[config.mk]
export PLATFORM = sky130hd
export DESIGN_NAME = core_run_ctrl
export DESIGN_NICKNAME = d
export VERILOG_FILES = /design/src/rtl/core_run_ctrl.sv
export SDC_FILE = /design/constraint.sdc
export NUM_CORES = 1
export LEC_CHECK = 0
export CORE_MARGIN = 2
export CORE_UTILIZATION = 41
export DETAILED_ROUTE_END_ITERATION = 7
export PLACE_DENSITY = 0.87
export SETUP_SLACK_MARGIN = 0.1
export SLEW_MARGIN = 20
export SYNTH_ARGS = -nofsm -noshare
export SYNTH_HDL_FRONTEND = slang
export SYNTH_SLANG_ARGS = --single-unit
[constraint.sdc]
create_clock -name clk -period 3 [get_ports clk]
set_clock_uncertainty 0.2 [all_clocks]
set_input_delay 0.45 -clock clk [delete_from_list [all_inputs] [get_ports clk]]
set_output_delay 0.45 -clock clk [all_outputs]
set_load 0.03 [all_outputs]
[src/rtl/core_run_ctrl.sv]
// Run controller for the single-cycle RISC-V core: streams a program into
// instruction memory, releases the core, then watches for the pass signature.
module core_run_ctrl #(
    parameter int          IMEM_DEPTH = 64,
    parameter int          AW         = 6,
    parameter logic [31:0] PASS_ADDR  = 32'd100,
    parameter logic [31:0] PASS_DATA  = 32'd25,
    parameter int          TIMEOUT    = 200
) (
    input  logic          clk,
    input  logic          rst_n,
    input  logic          start,
    input  logic          abort,
    input  logic          load_valid,
    input  logic [31:0]   load_data,
    input  logic          load_last,
    output logic          load_ready,
    output logic          imem_we,
    output logic [AW-1:0] imem_addr,
    output logic [31:0]   imem_wdata,
    output logic          core_rst_n,
    output logic          core_en,
    input  logic          memwrite,
    input  logic [31:0]   dataadr,
    input  logic [31:0]   writedata,
    output logic          done,
    output logic          pass,
    output logic          fail,
    output logic          timeout,
    output logic [15:0]   cycle_count
);

    typedef enum logic [1:0] {IDLE, LOAD, RUN, DONE} state_t;

    localparam logic [AW-1:0] LAST_ADDR    = AW'(IMEM_DEPTH - 1);
    localparam logic [15:0]   TIMEOUT_LAST = 16'(TIMEOUT - 1);

    state_t        state, state_d;
    logic [AW-1:0] ptr, ptr_d;
    logic          load_ready_d, imem_we_d, core_rst_n_d, core_en_d;
    logic [AW-1:0] imem_addr_d;
    logic [31:0]   imem_wdata_d;
    logic          done_d, pass_d, fail_d, timeout_d;
    logic [15:0]   cycle_count_d;

    logic accept;
    logic sig_hit;

    assign accept  = load_valid && load_ready;
    assign sig_hit = memwrite && (dataadr == PASS_ADDR);

    always_comb begin
        // NOTE: every next-value gets a default first, so no branch can infer a latch.
        state_d       = state;
        ptr_d         = ptr;
        load_ready_d  = load_ready;
        imem_we_d     = 1'b0;
        imem_addr_d   = imem_addr;
        imem_wdata_d  = imem_wdata;
        core_rst_n_d  = core_rst_n;
        core_en_d     = core_en;
        done_d        = done;
        pass_d        = pass;
        fail_d        = fail;
        timeout_d     = timeout;
        cycle_count_d = cycle_count;

        unique case (state)
            IDLE: begin
                core_rst_n_d = 1'b0;
                core_en_d    = 1'b0;
                if (start) begin
                    state_d      = LOAD;
                    ptr_d        = '0;
                    load_ready_d = 1'b1;
                end
            end

            LOAD: begin
                if (accept) begin
                    imem_we_d    = 1'b1;
                    imem_addr_d  = ptr;
                    imem_wdata_d = load_data;
                    ptr_d        = ptr + AW'(1);
                    // The final write is issued on the same edge the core is released.
                    if (load_last || (ptr == LAST_ADDR)) begin
                        state_d       = RUN;
                        load_ready_d  = 1'b0;
                        core_rst_n_d  = 1'b1;
                        core_en_d     = 1'b1;
                        cycle_count_d = '0;
                    end
                end
            end

            RUN: begin
                if (sig_hit) begin
                    state_d   = DONE;
                    done_d    = 1'b1;
                    core_en_d = 1'b0;
                    pass_d    = (writedata == PASS_DATA);
                    fail_d    = (writedata != PASS_DATA);
                end else if (cycle_count == TIMEOUT_LAST) begin
                    state_d   = DONE;
                    done_d    = 1'b1;
                    core_en_d = 1'b0;
                    fail_d    = 1'b1;
                    timeout_d = 1'b1;
                end else if (cycle_count != 16'hFFFF) begin
                    cycle_count_d = cycle_count + 16'd1;
                end
            end

            DONE: begin
                // Core stays out of reset but frozen so its state can be inspected.
                if (start) begin
                    state_d       = LOAD;
                    ptr_d         = '0;
                    load_ready_d  = 1'b1;
                    core_rst_n_d  = 1'b0;
                    core_en_d     = 1'b0;
                    done_d        = 1'b0;
                    pass_d        = 1'b0;
                    fail_d        = 1'b0;
                    timeout_d     = 1'b0;
                    cycle_count_d = '0;
                end
            end

            default: state_d = IDLE;
        endcase
    end

    always_ff @(posedge clk) begin
        // NOTE: non-blocking assignments so every register sees pre-edge values.
        if (!rst_n || abort) begin
            state       <= IDLE;
            ptr         <= '0;
            load_ready  <= 1'b0;
            imem_we     <= 1'b0;
            imem_addr   <= '0;
            imem_wdata  <= '0;
            core_rst_n  <= 1'b0;
            core_en     <= 1'b0;
            done        <= 1'b0;
            pass        <= 1'b0;
            fail        <= 1'b0;
            timeout     <= 1'b0;
            cycle_count <= '0;
        end else begin
            state       <= state_d;
            ptr         <= ptr_d;
            load_ready  <= load_ready_d;
            imem_we     <= imem_we_d;
            imem_addr   <= imem_addr_d;
            imem_wdata  <= imem_wdata_d;
            core_rst_n  <= core_rst_n_d;
            core_en     <= core_en_d;
            done        <= done_d;
            pass        <= pass_d;
            fail        <= fail_d;
            timeout     <= timeout_d;
            cycle_count <= cycle_count_d;
        end
    end

endmodule

==> summary.md, run 1 <==
| Metric | Value |
|---|---|
| Outcome | complete, no violations |
| Post_cts resized | 0 |
| Layout cells sized above 1 | 6.13% |
| Final Cycle Share | 89.2% |
| Crit path buf inv count | 0 |
| CTS tree | done |
| Relative slew slack | 30.0% |
| DR WL met3 | 748 um |
| Total Wirelength | 10,500 um |
| Crit path required time | 3.03 ns |
| FP Rows | 32 |
| Critical path, cell by cell | ha_1 -> nor2b_1 -> a211oi_2 -> a21oi_1 -> o21ai_0 -> o41ai_1 |
| Die ar. | 8910 sq um |
| Die H | 94.4 um |
| Core area | 7810 sq um |
| WL met1 | 3970 um |
| Slowest stage delay, CP | 0.85 ns |
| Hold buffers post-CTS | 0 |
| DRT Pass-1 Iters | 5 |
| Distinct cells, synth | 53 |
| DR iter-0 viols | 241 |
| Mean Syn Cell Area | 7.94 sq um |
| Total I/O pin count | 165 |
| Reg2reg setup slack | 0.32 ns |
| Worst R2R Path Depth | 6 |
| CP endpoint kind | register |
| RSZ-0062 raised after global routing | false |
| PortBufs | 164 |
| DRC Markers | 0 |
| Seq pwr share | 49.0% |
| Synth Register Bits | 70 |
| GR Util All Layers | 23.2% |
| GR Overflow Total | 0 |
| Final hold viol count | 0 |
| Layout area overhead | 57.2% |
| Vias in the first global route | 3,650 |
| Commonest cells after routing, fill and taps aside | clkdlybuf4s50_1 (164), nand2_1 (104), dfxtp_1 (70) |
| # setup viols final | 0 |
| Clk slew on worst S/H paths | 0.08 ns |
| Max Fclk | 374 MHz |
| Period minus WS final | 2.68 ns |
| Fin. max-slew vios | 0 |
| Max-cap violations | 0 |
| Post-CTS Repair Setup Buffers | 0 |
| Wirelength per Cell | 15.3 um |
| WP data arrival | 2.71 ns |
| Post-DRT Antenna Nets | 0 |
| CTS Sinks | 70 |
| Initial Utilization | 42.9% |
| First-pass GRT wire length | 16,500 um |
| Slowest-stage cell, CP | a21oi_1 |
| Antenna Cells | 0 |
| Crit path max-delay family | compound AO/OA/AOI/OAI gates |
| Max VDD drop | 245 uV |
| P_leak | 0.00179 uW |
| GPL Wtd Cong | 0.857 |
| Clock buffer depth | 2 |
| Vias | 3,724 |
| Combinational power share | 12.9% |
| Mapped Cells | 422 |
| Startpoint types | register |
| Synth top area cells | dfxtp_1 (42%), nand2_1 (12%), a21oi_1 (7.0%) |
| CP max FO | 13 |
| Die width | 94.4 um |
| Yosys warns | 0 |
| Top cell type's share of synthesized area | 41.8% |
| Least-Margin Pin Slew | 1.05 ns |
| Sw frac | 23.5% |
| Initial antenna violation count | 0 |
| Final worst setup slack | 0.324 ns |
| Sequential area share after synthesis | 41.8% |
| Nets | 693 |
| CP Depth | 6 |
| Internal Power | 1470 uW |
| Synth Net Count | 532 |
| Hold Path Class | register to register |
| Root Buffer | clkbuf_8 |
| TNS Setup | 0 ns |
| Top Metal Used | met4 |
| PwrDens | 364 nW/um^2 |
| NetSw | 451 uW |
| Post-synth design cell area | 3350 sq um |
| Worst Hold Path Cells | 2 |
| Post-DP HPWL | 7940 um |
| Largest net degree at the start of global routing | 49 |
| Most common cell after layout, fill and taps aside | clkdlybuf4s50_1 |
| Total CTS buffers | 9 |
| Average vias per placed instance | 5.40 |
| DR WL met2 | 5530 um |
| Dpl ws | 0.214 ns |
| Most area-hungry cell type in the Yosys netlist | dfxtp_1 |
| Post-layout util | 67.5% |
| Critical path type | register to register |
| H-tree level count | 3 |
| Clk pwr share | 38.1% |
| Clock latency on the worst-skew pair | 0.34 ns |
==> synth_stat cells (all sizes together) <==
cell	n
nand2	104
dfxtp	70
a21oi	49
nand3	23
nor2	18
nor4	18
clkbuf	14
nand4	13
o21ai	11
buf	8
o211ai	8
or4	8
ha	7
inv	7
o31ai	6
nor3	5
and3	4
nor2b	4
or3	4
a211oi	3
a21o	3
a31oi	3
and2	3
nor4b	3
nor4bb	3
xor2	3
and4	2
mux2i	2
o211a	2
o41ai	2
xnor2	2
a32o	1
a41oi	1
and4b	1
nand2b	1
nand3b	1
nand4b	1
nor3b	1
o21bai	1
o2bb2ai	1
or2	1
==> routing by layer <==
metal / up-vias / GRT usage, %
met3: 24 / 4.95
met2: 153 / 42.2
met1: 1709 / 25.4
li1: 1838 / -
met4: 0 / 11.8
met5: - / 0
==> sequential cells by signal, summed over array words and instances, names as in the netlist <==
name         cells
core_en          1
core_rst_n       1
cycle_count     16
done             1
fail             1
imem_addr        6
imem_wdata      32
imem_we          1
load_ready       1
pass             1
ptr              6
state            2
timeout          1
==> area by class of cell <==
cell class / count / area, sq um
fill: 647 / 2540
multi-input combinational: 323 / 1820
timing repair buffer: 172 / 1700
sequential: 70 / 1400
tap: 102 / 128
clock buffer: 9 / 124
clock inverter: 6 / 63.8
inverter: 7 / 26.3
==> worst min-delay path: stages, from the launching register on <==
cell	delay, ns
dfxtp_1	0.31
nand2_1	0.05
a21oi_1	0.05
==> kinds of logic after synthesis <==
| kind of cell | synth area share, % |
|---|---|
| AO/OA/AOI/OAI | 17.2 |
| XOR/XNOR | 1.31 |
| adder cells (fa/ha/maj) | 2.61 |
| buffers and inverters | 3.85 |
| flip-flops | 41.8 |
| multiplexers | 0.597 |
| AND/OR/NAND/NOR | 32.6 |
==> path summary, 6_finish.rpt <==
| kind | startpoint | endpoint |
|---|---|---|
| max | state[0] | cycle_count[4] |
| min | imem_wdata[15] | imem_wdata[15] |
| max reg2reg | state[0] | cycle_count[4] |
| min reg2reg | imem_wdata[15] | imem_wdata[15] |
==> stage by stage <==
step	power [uW]	area, sq um	hold slack, ns	cells
finish	1920	5270	0.255	689
global route	1990	5270	0.270	689
CTS	1930	5270	0.258	689
detailed placement	1210	5080	0.248	674
global placement	1200	5080	0.241	674
floorplan	1040	3350	0.257	422
==> power groups by stage <==
stage | Combinational (uW) | Sequential [uW] | Clock, uW
3_3_place_gp | 239 | 960 | 0
6_report | 247 | 939 | 730
4_1_cts | 247 | 939 | 741
3_5_place_dp | 246 | 961 | 0
5_1_grt | 265 | 940 | 784
2_1_floorplan | 71.7 | 966 | 0
Note: power is estimated with default switching activity, not from simulation.
==> run 2, diff against run 1 <==
--- a/config.mk
+++ b/config.mk
@@ -8,6 +8,7 @@
 export CORE_MARGIN = 2
 export CORE_UTILIZATION = 41
 export DETAILED_ROUTE_END_ITERATION = 7
+export GPL_TIMING_DRIVEN = 1
 export PLACE_DENSITY = 0.87
 export SETUP_SLACK_MARGIN = 0.1
 export SLEW_MARGIN = 20
==> results of run 2 <==
The final DEF is identical to that of run 1; final timing and power are the same.
==> run 3, diff against run 2 <==
--- a/config.mk
+++ b/config.mk
@@ -6,10 +6,11 @@
 export NUM_CORES = 1
 export LEC_CHECK = 0
 export CORE_MARGIN = 2
-export CORE_UTILIZATION = 41
+export CORE_UTILIZATION = 42
+export CTS_BUF_LIST = sky130_fd_sc_hd__clkbuf_2
 export DETAILED_ROUTE_END_ITERATION = 7
 export GPL_TIMING_DRIVEN = 1
-export PLACE_DENSITY = 0.87
+export PLACE_DENSITY = 0.89
 export SETUP_SLACK_MARGIN = 0.1
 export SLEW_MARGIN = 20
 export SYNTH_ARGS = -nofsm -noshare
==> run 3 against run 2 <==
Compared with the run above: clock power decreased by 24%; critical path type unchanged; fmax rose by 8.6%; sequential share of layout area rose by 0.36 points; largest power group unchanged; setup slack gained 0.21 ns; register-to-register slack gained 0.21 ns; critical path depth increased by 2; highest routed layer unchanged; flip-flop and latch count did not move; worst hold slack improved by 0.012 ns; clock-buffer cell count is 1 higher; via count grew 1.2%.
==> summary.md, run 3 (synthesis gave the netlist of run 1 again) <==
| Metric | Value |
|---|---|
| CP most frequent cell | nand3_1 |
| Area of the multi-input gates | 1830 sq um |
| GPL Wtd Cong | 0.839 |
| Worst R2R Path Depth | 8 |
| Startpoint types | register |
| Hold buffers post-CTS | 0 |
| Relative slew slack | 56.9% |
| WP data arrival | 2.67 ns |
| Max Fclk | 406 MHz |
| Layout area overhead | 55.1% |
| GR Util All Layers | 22.6% |
| Slowest stage delay, CP | 0.47 ns |
| Critical path type | register to register |
| Max VDD drop | 189 uV |
| Post_cts resized | 0 |
| RSZ-0062 raised after global routing | false |
| Die H | 93.3 um |
| Final hold viol count | 0 |
| Die ar. | 8710 sq um |
| Layout fillers | 616 |
| Sw frac | 26.0% |
| First-pass GRT wire length | 16,000 um |
| Reg area | 1400 sq um |
| Final Cycle Share | 82.1% |
| Core area | 7730 sq um |
| Period minus WS final | 2.46 ns |
| Clk pwr share | 31.8% |
| FP Rows | 32 |
| H-tree level count | 3 |
| Largest Register | imem_wdata |
| Final hold slack | 0.267 ns |
| Initial antenna violation count | 0 |
| Clk slew on worst S/H paths | 0.19 ns |
| Commonest cells after routing, fill and taps aside | clkdlybuf4s50_1 (164), nand2_1 (104), dfxtp_1 (70) |
| Slowest-stage cell, CP | or4_1 |
| PortBufs | 164 |
| Hold Path Class | register to register |
| GR Overflow Total | 0 |
| Nets | 692 |
| Fin. max-slew vios | 0 |
| DRT Pass-1 Iters | 4 |
| Largest register FFs | 32 |
| Reg2reg setup slack | 0.54 ns |
| Largest net degree at the start of global routing | 49 |
| P_leak | 0.00176 uW |
| Outcome | complete, no violations |
| Wirelength per Cell | 14.8 um |
| CP endpoint kind | register |
| Post-DP HPWL | 7800 um |
| Total Wirelength | 10,200 um |
| Total CTS buffers | 9 |
| Die width | 93.3 um |
| Antenna Cells | 0 |
| Average vias per placed instance | 5.47 |
| PwrDens | 336 nW/um^2 |
| Critical path, cell by cell | inv_1 -> ha_1 -> nor2b_1 -> o21ai_1 -> nand3_1 -> buf_4 -> or4_1 -> nand3_1 |
| CTS tree | done |
| NetSw | 453 uW |
| Max-cap violations | 0 |
| DR iter-0 viols | 255 |
| Layout cells sized above 1 | 6.30% |
| Crit path required time | 3.21 ns |
| CTS Sinks | 70 |
| TNS Setup | 0 ns |
| CP max FO | 14 |
| # setup viols final | 0 |
| Vias | 3,768 |
| Post-DRT Antenna Nets | 0 |
| Total I/O pin count | 165 |
| Biggest registers after layout | imem_wdata: 32 flops, cycle_count: 16 flops |
| Root Buffer | clkbuf_2 |
| DRC Markers | 0 |
| Clock buffer depth | 2 |
| Post-CTS Repair Setup Buffers | 0 |
| Internal Power | 1290 uW |
| Clock latency on the worst-skew pair | 0.48 ns |
| Vias in the first global route | 3,549 |
| Seq pwr share | 54.0% |
| Initial Utilization | 43.4% |
| Worst Hold Path Cells | 2 |
| Combinational power share | 14.2% |
| Most common cell after layout, fill and taps aside | clkdlybuf4s50_1 |
| Least-Margin Pin Slew | 0.646 ns |
[run 3: layer usage]
metal	global-route usage [%]	vias to the layer above	share of wire (%)
met4	10.5	0	2.6
met5	0	-	0
met3	5.08	23	7.1
li1	-	1840	-
met2	40.2	162	52
met1	25.5	1743	38
[run 3: stage by stage]
step                      util (%)  power [uW]  setup WS [ns]  area (sq um)  std cells
after floorplan                  -        1040          0.773          3350        422
after global placement        65.6        1200          0.337          5070        673
after detailed placement      65.6        1210          0.272          5070        673
after CTS                     67.2        1760          0.359          5190        689
after global routing          67.3        1820          0.359          5200        689
final                         67.3        1750          0.537          5200        689
[run 3: cell type report]
| class | instances | share of cell area (%) |
|---|---|---|
| Clock buffer | 10 | 0.963 |
| Clock inverter | 6 | 1.37 |
| Inverter | 7 | 0.506 |
| Multi-Input combinational cell | 323 | 35.1 |
| Sequential cell | 70 | 27.0 |
| Tap cell | 102 | 2.46 |
| Timing Repair Buffer | 171 | 32.6 |
[run 3: final timing paths]
path | start | endpoint
worst min register to register | imem_wdata[15] | imem_wdata[15]
worst max register to register | state[1] | cycle_count[3]
worst min-delay path | imem_wdata[15] | imem_wdata[15]
worst max-delay path | state[1] | cycle_count[3]
[run 3: critical path, delay by kind of cell, from the launching register on]
| kind | cells | cell delay, ns |
|---|---|---|
| buffers and inverters | 2 | 0.32 |
| flip-flops | 1 | 0.41 |
| AO/OA/AOI/OAI | 1 | 0.28 |
| adder cells (fa/ha/maj) | 1 | 0.31 |
| AND/OR/NAND/NOR | 4 | 0.89 |
[run 3: power groups by stage]
stage          Sequential [uW]  Combinational [uW]  Clock, uW
6_report                   942                 247        556
5_1_grt                    944                 266        608
4_1_cts                    942                 246        568
3_5_place_dp               961                 245          0
3_3_place_gp               960                 237          0
2_1_floorplan              966                71.7          0
